## config.mk

```make
export PLATFORM = sky130hd
export DESIGN_NAME = const_bank
export DESIGN_NICKNAME = d
export VERILOG_FILES = /design/src/rtl/const_bank.sv
export SDC_FILE = /design/constraint.sdc
export NUM_CORES = 1
export LEC_CHECK = 0
export BUFFER_PORTS_ARGS = -buffer_cell sky130_fd_sc_hd__buf_4
export CAP_MARGIN = 5
export CORE_ASPECT_RATIO = 0.75
export CORE_MARGIN = 3
export CORE_UTILIZATION = 50
export DETAILED_ROUTE_END_ITERATION = 10
export PLACE_DENSITY = 0.69
export SYNTH_ARGS = -nofsm -noshare
export SYNTH_HDL_FRONTEND = slang
export SYNTH_HIERARCHICAL = 1
export SYNTH_SLANG_ARGS = --single-unit
```

## constraint.sdc

```tcl
create_clock -name clk -period 2.75 [get_ports clk]
set_input_delay 0.275 -clock clk [delete_from_list [all_inputs] [get_ports clk]]
set_output_delay 0.275 -clock clk [all_outputs]
set_load 0.02 [all_outputs]
```

## src/rtl/const_bank.sv

```systemverilog
// Run-time programmable constant bank with serial scan load and fixed one/zero ties.
// CONST_BANK_PARITY_EN appends an even-parity bit to every frame; USE_POWER_PINS/LVS add supply pins and decap.
module constant_block (
`ifdef USE_POWER_PINS
  inout  wire  vdd,
  inout  wire  vss,
`endif
  output logic one,
  output logic zero
);
  assign one  = 1'b1;
  assign zero = 1'b0;
endmodule

`ifdef LVS
module const_bank_decap (
`ifdef USE_POWER_PINS
  inout wire vdd,
  inout wire vss
`endif
);
endmodule
`endif

module const_bank #(
  parameter int             NCH       = 8,
  parameter logic [NCH-1:0] RESET_VAL = {NCH{1'b0}}
) (
`ifdef USE_POWER_PINS
  inout  wire            vdd,
  inout  wire            vss,
`endif
  input  logic           clk,
  input  logic           reset,
  input  logic           ser_in,
  input  logic           ser_shift,
  input  logic           ser_load,
  output logic           ser_out,
  output logic [NCH-1:0] const_out,
  output logic           load_ok,
  output logic           load_err,
  output logic           one,
  output logic           zero
);

`ifdef CONST_BANK_PARITY_EN
  localparam int FL = NCH + 1;
`else
  localparam int FL = NCH;
`endif
  localparam int CW = $clog2(FL + 2);

  logic [FL-1:0]  r_shreg;
  logic [CW-1:0]  r_cnt;
  logic [NCH-1:0] r_const;
  logic           r_ok;
  logic           r_err;

  logic           w_full;
  logic           w_accept;
  logic [NCH-1:0] w_data;

  assign w_full = (r_cnt == CW'(FL));

`ifdef CONST_BANK_PARITY_EN
  assign w_accept = w_full && !(^r_shreg);
  assign w_data   = r_shreg[NCH:1];
`else
  assign w_accept = w_full;
  assign w_data   = r_shreg[NCH-1:0];
`endif

  // cnt saturates one past FL so an overrun stays distinguishable.
  always_ff @(posedge clk) begin
    if (reset) begin
      r_shreg <= '0;
      r_cnt   <= '0;
      r_const <= RESET_VAL;
      r_ok    <= 1'b0;
      r_err   <= 1'b0;
    end else begin
      r_ok  <= 1'b0;
      r_err <= 1'b0;
      if (ser_shift) begin
        r_shreg <= {r_shreg[FL-2:0], ser_in};
        if (r_cnt != CW'(FL + 1))
          r_cnt <= r_cnt + 1'b1;
        if (ser_load)
          r_err <= 1'b1;
      end else if (ser_load) begin
        r_cnt <= '0;
        if (w_accept) begin
          r_const <= w_data;
          r_ok    <= 1'b1;
        end else begin
          r_err   <= 1'b1;
        end
      end
    end
  end

  assign ser_out   = r_shreg[FL-1];
  assign const_out = r_const;
  assign load_ok   = r_ok;
  assign load_err  = r_err;

  constant_block u_tie (
`ifdef USE_POWER_PINS
    .vdd  (vdd),
    .vss  (vss),
`endif
    .one  (one),
    .zero (zero)
  );

`ifdef LVS
  const_bank_decap u_decap (
`ifdef USE_POWER_PINS
    .vdd (vdd),
    .vss (vss)
`endif
  );
`endif

endmodule

```

* Yosys cells after proc, flatten, opt, wreduce, memory -nomap -nowiden
Index checks and enable logic that the tools add are counted.
** Operators by class
- Equal/unequal tests :: 3
- Multiplexer cells :: 8
- Reduce and logical (&&, ||, !) cells :: 4
- Add/subtract/negate cells :: 1
- Bitwise operators :: 2
** Operators with widths (number)
- 4-bit 2-to-1 mux :: 3
- 1-bit 2-to-1 mux :: 5
- 4-bit by 1-bit adder with 4-bit output, second input constant :: 1
- 4-bit == test, second input constant :: 1
- 4-bit != test, second input constant :: 1
- 3-bit AND reduction :: 1
- 3-bit OR reduction :: 1
- 2-bit by 1-bit != test with 1-bit output, second input constant :: 1
- 1-bit inverter :: 2
- 2-bit AND reduction :: 1
- 2-bit nonzero test :: 1
** Storage, ports and cells
- Logic and storage cells :: 23
- Flip-flop bits (word level) :: 22
- Input port bits :: 5

* Depth between registers and ports, before layout
Gate-level depths: netlist (run 1).
- Depth in word-level cells :: 4
- Mapped depth :: 7
- Mapped depth without buffers :: 5

* Cells and area by module
Netlist (run 1), hierarchy kept.
** By module, submodules not included
- const_bank :: times used 1, cells each 101, area an instance 973.4 sq um, seq. area each 440.4 sq um
- constant_block :: times used 1, cells each 4, area an instance 22.5 sq um, seq. area each 0.0 sq um

* Worst setup path before layout (run 1)
OpenSTA, ideal clock, no wires.
- Path kind :: reg-to-reg
- Start point :: register r_cnt[0]
- End point :: register r_ok, in the netlist load_ok
- Clock period less this slack :: 1.438 ns
- Data arrival time :: 1.324 ns
- Setup time :: 0.114 ns
- Cell stages (with the launch flop) :: 8
- Buffers on the path :: 2
- Path slack :: 1.312 ns
- Cells stage by stage :: dfxtp_1 -> inv_1 -> ha_1 -> nor4bb_4 -> buf_6 -> and2_1 -> buf_4 -> and2b_1
** Between the ends
- Word-level cells in the longest chain between the ends :: 2
** Ends and longest elaborated chain
- start, declared :: line 54 : logic [CW-1:0] r_cnt;
- start signal, assigned :: line 87 : r_cnt <= r_cnt + 1'b1;
- 4-bit == test :: line 63 : assign w_full = (r_cnt == CW'(FL));
- 1-bit 2-to-1 mux :: line 92 : if (w_accept) begin
- end signal, assigned :: line 79 : r_ok <= 1'b0;
- end signal, assigned :: line 82 : r_ok <= 1'b0;
- end signal, assigned :: line 94 : r_ok <= 1'b1;
- end, declared :: line 56 : logic r_ok;
Every way passes these cells.
A chain may end at the register's enable or synchronous reset.

* Worst setup path after layout (run 1)
- Start point :: register r_cnt[0]
- End point :: register r_const[2], in the netlist const_out[2]
** Between the ends
- Word-level cells in the longest chain between the ends :: 2
** Ends and longest elaborated chain
- 4-bit == test :: line 63
- 3-bit AND reduction (no source line)
- end signal, assigned :: line 93 : r_const <= w_data;
- end, declared :: line 55 : logic [NCH-1:0] r_const;
Every way passes these cells.

==> results of run 1 <==
-- tightest hold or removal path: cells and delay by family --
family | cells | cell delay [ns]
simple gates | 1 | 0.07
mux | 1 | 0.06
buf+inv | 1 | 0.07
-- area by class of cell --
cell class / count / area [sq um]
clock buffer: 3 / 22.5
fill: 166 / 712
timing repair buffer: 15 / 113
inverter: 3 / 11.3
sequential: 22 / 440
multi-input combinational: 70 / 479
tap: 22 / 27.5
-- logic make-up (layout without fill, tap and decap cells) --
logic type / Yosys count / in the layout / synth area share, %
AND/OR/NAND/NOR: 41 / 41 / 26.9
flip-flops: 22 / 22 / 44.2
AO/OA/AOI/OAI: 16 / 16 / 8.67
buffers and inverters: 13 / 21 / 7.66
multiplexers: 8 / 8 / 8.04
adder cells (fa/ha/maj): 3 / 3 / 3.77
other: 2 / 2 / 0.754
-- registers in the layout, summed over array words and instances (netlist names) --
signal,cells
const_out,8
load_err,1
load_ok,1
r_cnt,4
r_shreg,8
-- how the worst max path moves through the flow --
stage / slack, ns / depth (start not counted) / from / to
after detailed placement: 1.05 / 5 / r_cnt[0] / const_out[1]
after global routing: 0.87 / 5 / r_cnt[0] / const_out[3]
after global placement: 1.12 / 5 / r_cnt[0] / const_out[2]
after CTS: 1.04 / 5 / r_cnt[0] / const_out[1]
after floorplan: 1.31 / 7 / r_cnt[0] / load_ok
final: 1.05 / 5 / r_cnt[0] / const_out[2]
-- metal layers --
metal	up-vias	part of all wire, %	wire length, um
li1	372	-	-
met5	-	0	0
met1	322	55	975
met2	15	39	697
met3	2	5.0	89
met4	0	0.51	9
-- through the flow --
| stage | util (%) | cells |
|---|---|---|
| global route | 60.6 | 135 |
| detailed placement | 59.3 | 132 |
| floorplan | - | 105 |
| finish | 60.6 | 135 |
| CTS | 60.6 | 135 |
| global placement | 59.3 | 132 |
-- power groups by stage --
stage               Sequential (mW)  Combinational (mW)  Clock, mW
CTS                           0.330              0.0476      0.141
global route                  0.332              0.0527      0.152
finish                        0.330              0.0475      0.137
detailed placement            0.337              0.0474          0
global placement              0.337              0.0470          0
floorplan                     0.337              0.0405          0
-- placed cells by master, fill, tap and decap left out --
cell type	Yosys	layout
clkbuf_4	0	3
a31oi_1	1	1
o21a_1	1	1
mux2i_1	8	8
or2_2	1	1
nand2b_1	8	8
a211oi_1	1	1
and2b_1	1	1
ha_1	3	3
nand3_1	2	2
or4_1	1	1
and2_1	2	2
nor4bb_4	1	1
a21oi_1	2	2
nand4b_1	9	9
nand3b_1	1	1
buf_4	3	15
nor3_1	1	1
nand2_1	3	3
conb_1	2	2
inv_1	3	3
dfxtp_1	22	22
nor2_1	9	9
o21ai_0	11	11
nor2b_1	2	2
==> flow_metrics.env, run 1 <==
export IMPL_cts_sink_count=22
export IMPL_placed_area_sq_um=1070
export IMPL_gp_congestion=0.755
export IMPL_die_area_sq_um=2570
export IMPL_drtIter0Drc=11
export IMPL_comb_power_share_pct=9.2
export IMPL_ant_nets=0
export IMPL_ys_seq_area_share_pct=44.2
export IMPL_dr_pass1_iters=4
export IMPL_cts_buffers=3
export IMPL_ctsResizeCount=0
export IMPL_dp_final_hpwl_um=1270
export IMPL_die_h_um=44.7
export IMPL_drv_cap=0
export IMPL_synth_edf_count=0
export IMPL_met1_usage_pct=22.4
export IMPL_worstSetupPathType="register to register"
export IMPL_max_vdd_ir_drop_uv=410
export IMPL_io_pins=18
export IMPL_h_tree_depth=1
export IMPL_synth_seq_cells=22
export IMPL_layout_drive_gt1_share_pct=17.7
export IMPL_hold_viol_final=0
export IMPL_area_growth_pct=9.80
export IMPL_cp_max_fo=10
export IMPL_clock_latency_ns=0.29
export IMPL_period_needed_ns=1.70
export IMPL_hold_path_depth=3
export IMPL_fin_skew_ns=0.000691
export IMPL_netlist_top_cells_area="dfxtp_1, mux2i_1, nand4b_1, o21ai_0, nand2b_1"
export IMPL_io_buffers=15
export IMPL_syn_cell_area_sq_um=996
export IMPL_synth_async_reset_ratio_pct=0
export IMPL_p_sw_share_pct=23.0
export IMPL_syn_avg_cell_area_sq_um=9.49
export IMPL_min_from="ser_in"
export IMPL_start_util_pct=55.2
export IMPL_fmax_mhz=589
export IMPL_placementRows=13
export IMPL_rsz0062_at_grt="no"
export IMPL_arrival_ns=1.88
export IMPL_synth_top_flop_cell="dfxtp_1"
export IMPL_clkPwrFrac_pct=26.7
export IMPL_final_net_count=123
export IMPL_grt_pass1_vias=683
export IMPL_dr_total_vias=711
export IMPL_vias_per_cell=5.27
export IMPL_ys_warn_count=6
export IMPL_grtUsageMet2_pct=21.8
export IMPL_drc=0
export IMPL_ctsRootBufferMaster="clkbuf_4"
export IMPL_overflow=0
export IMPL_antenna_found_initial=0
export IMPL_max_stage_delay_ns=0.51
export IMPL_postCtsSetupRepairBufs=0
export IMPL_r2r_start="r_cnt[0]"
export IMPL_timing_reg2reg_setup_slack_ns=1.05
export IMPL_wl_um=1770
export IMPL_holdCritPathClass="input port to register"
export IMPL_detail_route_wl_per_cell_um=13.1
export IMPL_slew_viol_final=0
export IMPL_met3_usage_pct=6.41
export IMPL_critPathBufInv=1
export IMPL_finalSetupViolations=0
export IMPL_worstPathRequired_ns=2.93
export IMPL_synthCells=105
export IMPL_grt_max_degree=32
export IMPL_finalWorstSetupSlack_ns=1.05
export IMPL_finish_instance_area_sq_um=1090
export IMPL_reg2reg_to="const_out[2]"
export IMPL_hold_ws_ns=0.213
export IMPL_synth_top_area_share_pct=44.2
export IMPL_p_int_mw=0.397
export IMPL_cp_top_family="simple AND/OR/NAND/NOR gates"
export IMPL_min_to="r_shreg[0]"
export IMPL_num_antenna_cells=0
export IMPL_ctsHoldBuffers=0
export IMPL_setup_tns_ns=0
export IMPL_crit_path_end_kind="register"
export IMPL_synth_largest_area_cell="dfxtp_1"
export IMPL_core_sq_um=1810
export IMPL_finalPower_mw=0.515
export IMPL_ff2ff_path_depth=5
export IMPL_period_share_pct=61.7
export IMPL_clk_path_buf_depth=2
export IMPL_grt_pass1_wl_um=3060
export IMPL_cp_cell_sequence="inv_1, ha_1, nor4bb_4, and2_1, o21ai_0"
export IMPL_leakage_nw=0.441
export IMPL_path_clk_slew_ns=0.11
export IMPL_synthTopCellsByCount="dfxtp_1, o21ai_0, nand4b_1, nor2_1"
export IMPL_place_ws_ns=1.05
export IMPL_pwr_share_seq_pct=64.1
export IMPL_grt_busiest_layer="met1"
export IMPL_p_switching_mw=0.118
export IMPL_outcome="finished, final reports clean"
export IMPL_start_kind="register"
export IMPL_cellPowerDensity_nw_per_um2=471
export IMPL_yosysUniqueCellTypes=27
export IMPL_fp_dieW_um=57.5
export IMPL_cts_tree="yes"
export IMPL_yosysMostFrequentCell="dfxtp_1"
export IMPL_synth_fp_nets=113
export IMPL_crit_slowest_cell="nor4bb_4"
export IMPL_grtUsageTotal_pct=15.7
No activity file was read; power rests on OpenSTA's default activity.
==> run 2: changes to the inputs <==
==> constraint.sdc (replaced) <==
create_clock -name clk -period 1.7 [get_ports clk]
set_input_delay 0.17 -clock clk [delete_from_list [all_inputs] [get_ports clk]]
set_output_delay 0.17 -clock clk [all_outputs]
set_load 0.02 [all_outputs]
==> flow_metrics.env, run 2 (synthesis gave the netlist of run 1 again) <==
export IMPL_path_clk_slew_ns=0.12
export IMPL_crit_path_end_kind="register"
export IMPL_vias_per_cell=5.37
export IMPL_area_growth_pct=11.9
export IMPL_max_vdd_ir_drop_uv=743
export IMPL_finalPower_mw=0.893
export IMPL_cts_tree="yes"
export IMPL_layout_drive_gt1_share_pct=19.1
export IMPL_ctsHoldBuffers=0
export IMPL_regArea_sq_um=440
export IMPL_worstPathRequired_ns=1.89
export IMPL_final_cell_mix="dfxtp_1, buf_4, o21ai_0"
export IMPL_grt_pass1_wl_um=3110
export IMPL_gp_congestion=0.747
export IMPL_finalSetupViolations=0
export IMPL_start_util_pct=55.2
export IMPL_cp_max_fo=9
export IMPL_grt_max_degree=32
export IMPL_dp_final_hpwl_um=1310
export IMPL_detail_route_wl_per_cell_um=13.2
export IMPL_clock_latency_ns=0.30
export IMPL_wl_um=1810
export IMPL_antenna_found_initial=0
export IMPL_dr_total_vias=736
export IMPL_arrival_ns=1.65
export IMPL_hold_ws_ns=0.110
export IMPL_grt_pass1_vias=651
export IMPL_overflow=0
export IMPL_dr_pass1_iters=4
export IMPL_period_needed_ns=1.46
export IMPL_postCtsSetupRepairBufs=0
export IMPL_worstSetupPathType="register to register"
export IMPL_hold_viol_final=0
export IMPL_finalWorstSetupSlack_ns=0.242
export IMPL_drtIter0Drc=30
export IMPL_cp_cell_sequence="inv_1, ha_1, nor4bb_4, and2_1, o21ai_0"
export IMPL_outcome="finished, final reports clean"
export IMPL_max_stage_delay_ns=0.38
export IMPL_num_antenna_cells=0
export IMPL_rsz0062_at_grt="no"
export IMPL_holdCritPathClass="input port to register"
export IMPL_nFillCells=176
export IMPL_die_h_um=44.7
export IMPL_cellPowerDensity_nw_per_um2=801
export IMPL_crit_slowest_cell="dfxtp_1"
export IMPL_multi_input_area_sq_um=479
export IMPL_core_sq_um=1810
export IMPL_final_net_count=124
export IMPL_fin_skew_ns=0.00812
export IMPL_fmax_mhz=686
export IMPL_grtUsageTotal_pct=15.6
export IMPL_start_kind="register"
export IMPL_setup_tns_ns=0
export IMPL_fin_util_pct=61.7
export IMPL_io_pins=18
export IMPL_h_tree_depth=1
export IMPL_drv_cap=0
export IMPL_ant_nets=0
export IMPL_place_ws_ns=0.266
export IMPL_final_common_cell="dfxtp_1"
export IMPL_period_share_pct=85.8
export IMPL_ctsResizeCount=0
export IMPL_io_buffers=15
export IMPL_fp_dieW_um=57.5
export IMPL_leakage_nw=0.454
export IMPL_die_area_sq_um=2570
export IMPL_cts_sink_count=22
export IMPL_ctsRootBufferMaster="clkbuf_4"
export IMPL_clk_path_buf_depth=2
export IMPL_cts_buffers=3
export IMPL_slew_viol_final=0
export IMPL_drc=0
export IMPL_placementRows=13
==> run 2: power by group <==
group / switching, mW / internal, mW
clock network: 0.149 / 0.131
registers: 0.00963 / 0.525
logic: 0.0430 / 0.0359
==> run 2: path summary, 6_finish.rpt <==
check | startpoint | endpoint | slack [ns] | cells past startpoint
setup / recovery | r_cnt[0] | const_out[2] | 0.24 | 5
hold / removal | ser_in | r_shreg[0] | 0.11 | 3
setup reg to reg | r_cnt[0] | const_out[2] | 0.24 | 5
hold reg to reg | const_out[3] | const_out[3] | 0.48 | 2
==> run 2: layer usage <==
| layer | track usage (%) | share of wire, % |
|---|---|---|
| met5 | 0 | 0 |
| met4 | 2.78 | 0.50 |
| met3 | 5.25 | 6.2 |
| met1 | 22.9 | 50 |
| met2 | 22.3 | 44 |
==> run 2: layout make-up <==
class | count | share of cell area [%]
Multi-Input combinational cell | 70 | 43.0
Sequential cell | 22 | 39.5
Timing Repair Buffer | 16 | 10.8
Clock buffer | 4 | 3.25
Tap cell | 22 | 2.47
Inverter | 3 | 1.01
==> run 2: worst max-delay path, delay by kind of cell, from the launching register on <==
| kind | cells | cell delay [ns] |
|---|---|---|
| adder cells (fa/ha/maj) | 1 | 0.15 |
| flip-flops | 1 | 0.38 |
| buffers and inverters | 1 | 0.10 |
| AO/OA/AOI/OAI | 1 | 0.13 |
| AND/OR/NAND/NOR | 2 | 0.59 |
==> run 2: through the flow <==
stage               instances  cell area, sq um
CTS                       137              1110
global placement          133              1080
floorplan                 105               996
finish                    137              1110
global route              137              1110
detailed placement        133              1080
==> run 3: changes to the inputs <==
--- a/config.mk
+++ b/config.mk
@@ -6,10 +6,10 @@
 export NUM_CORES = 1
 export LEC_CHECK = 0
 export BUFFER_PORTS_ARGS = -buffer_cell sky130_fd_sc_hd__buf_4
-export CAP_MARGIN = 5
+export CAP_MARGIN = 20
 export CORE_ASPECT_RATIO = 0.75
 export CORE_MARGIN = 3
-export CORE_UTILIZATION = 50
+export CORE_UTILIZATION = 48
 export DETAILED_ROUTE_END_ITERATION = 10
 export PLACE_DENSITY = 0.69
 export SYNTH_ARGS = -nofsm -noshare
==> constraint.sdc (replaced) <==
create_clock -name clk -period 1.2 [get_ports clk]
set_input_delay 0.12 -clock clk [delete_from_list [all_inputs] [get_ports clk]]
set_output_delay 0.12 -clock clk [all_outputs]
set_load 0.02 [all_outputs]
==> flow_metrics.env, run 3 (synthesis gave the netlist of run 1 again) <==
export IMPL_fmax_mhz=814
export IMPL_hold_viol_final=0
export IMPL_max_vdd_ir_drop_uv=1020
export IMPL_clock_latency_ns=0.30
export IMPL_h_tree_depth=1
export IMPL_finalWorstSetupSlack_ns=-0.0288
export IMPL_die_area_sq_um=2660
export IMPL_pwr_share_seq_pct=52.6
export IMPL_dp_cells=137
export IMPL_finalSetupViolations=10
export IMPL_num_antenna_cells=0
export IMPL_postCtsSetupRepairBufs=0
export IMPL_rsz0062_at_grt="yes"
export IMPL_slew_viol_final=0
export IMPL_wl_um=1850
export IMPL_vias_per_cell=5.28
export IMPL_hold_ws_ns=0.0414
export IMPL_placementRows=13
export IMPL_fin_skew_ns=0.00944
export IMPL_io_pins=18
export IMPL_cts_sink_count=22
export IMPL_finalPower_mw=1.44
export IMPL_max_stage_delay_ns=0.36
export IMPL_final_cell_mix="dfxtp_1, buf_4, o21ai_0"
export IMPL_cellPowerDensity_nw_per_um2=1210
export IMPL_cts_buffers=3
export IMPL_critPathBufInv=1
export IMPL_dr_total_vias=744
export IMPL_final_common_cell="dfxtp_1"
export IMPL_overflow=0
export IMPL_p_switching_mw=0.292
export IMPL_comb_power_share_pct=9.3
export IMPL_area_growth_pct=19.5
export IMPL_layout_cells_non_filler=141
export IMPL_ant_nets=0
export IMPL_p_int_mw=1.15
export IMPL_grt_pass1_wl_um=3160
export IMPL_cp_top_family="simple AND/OR/NAND/NOR gates"
export IMPL_cp_cell_sequence="inv_2, ha_2, nor4bb_4, and2_4, o21ai_0"
export IMPL_drc=0
export IMPL_grtUsageTotal_pct=15.9
export IMPL_core_sq_um=1840
export IMPL_drv_cap=0
export IMPL_path_clk_slew_ns=0.12
export IMPL_final_net_count=128
export IMPL_multi_input_area_sq_um=502
export IMPL_gp_congestion=0.796
export IMPL_start_kind="register"
export IMPL_cts_tree="yes"
export IMPL_dr_pass1_iters=4
export IMPL_dp_final_hpwl_um=1350
export IMPL_outcome="finished, violations left"
export IMPL_grt_max_degree=32
export IMPL_worstPathRequired_ns=1.39
export IMPL_setup_tns_ns=-0.175
export IMPL_worstSetupPathType="register to register"
export IMPL_io_buffers=15
export IMPL_crit_slowest_cell="dfxtp_2"
export IMPL_ctsRootBufferMaster="clkbuf_4"
export IMPL_regArea_sq_um=443
export IMPL_clkPwrFrac_pct=38.1
export IMPL_holdCritPathClass="input port to register"
export IMPL_arrival_ns=1.42
export IMPL_leakage_nw=0.484
export IMPL_cp_max_fo=9
export IMPL_layout_drive_gt1_share_pct=27.7
export IMPL_clk_path_buf_depth=2
export IMPL_period_share_pct=102
export IMPL_grt_pass1_vias=653
export IMPL_nFillCells=145
export IMPL_p_sw_share_pct=20.3
export IMPL_detail_route_wl_per_cell_um=13.1
export IMPL_drtIter0Drc=17
export IMPL_period_needed_ns=1.23
export IMPL_start_util_pct=54.2
export IMPL_fp_dieW_um=58.6
export IMPL_violations="negative setup slack"
export IMPL_crit_path_end_kind="register"
export IMPL_antenna_found_initial=0
export IMPL_die_h_um=45.5
## run 3: changes by cell type in the layout (fill, tap and decap cells not counted), sizes merged
cell	previous run	this run
buf	16	20
clkbuf	4	3
bufinv	0	1
## run 3: final timing paths
path / to / cells past startpoint / slack (ns) / from
worst max register to register: const_out[6] / 5 / -0.03 / r_cnt[0]
worst max-delay path: const_out[6] / 5 / -0.03 / r_cnt[0]
worst min register to register: const_out[4] / 2 / 0.48 / const_out[4]
worst min-delay path: r_shreg[0] / 3 / 0.04 / ser_in
## run 3: metrics by stage
stage	worst slack, ns	cell area (sq um)	util [%]
after floorplan	-0.102	1010	-
after global placement	-0.0182	1120	60.7
after detailed placement	-0.0446	1120	60.7
after CTS	-0.0439	1190	64.5
after global routing	-0.133	1190	64.7
final	-0.0288	1190	64.7
## run 3: layout make-up
class                           count  area share (%)
Clock inverter                      1            2.52
Inverter                            3           0.946
Timing Repair Buffer               20            12.9
Clock buffer                        3            1.89
Multi-Input combinational cell     70            42.2
Tap cell                           22            2.31
Sequential cell                    22            37.2
## run 3: tightest hold or removal path, cell delays in order
cell     delay (ns)
buf_4          0.07
mux2i_1        0.05
nor2_1         0.07
## run 3: what timing repair did
action                     4_1_cts  5_1_grt
pin swaps                        1        1
hold buffers                     0        0
setup endpoints to repair        8       13
gates resized for setup          4        1
## run 3: metal layers
layer | vias up | GRT usage [%] | share of wire (%) | routed length [um]
li1 | 386 | - | - | -
met1 | 336 | 24.6 | 53 | 986
met2 | 20 | 20.9 | 40 | 737
met3 | 2 | 5.95 | 5.9 | 109
met4 | 0 | 2.71 | 0.65 | 12
met5 | - | 0 | 0 | 0
## run 3: power by group through the flow
stage               clock, mW  combinational [mW]  sequential [mW]
floorplan                   0              0.0947            0.775
global placement            0               0.125            0.772
detailed placement          0               0.128            0.773
CTS                     0.563               0.133            0.756
global route            0.590               0.148            0.759
finish                  0.547               0.134            0.756
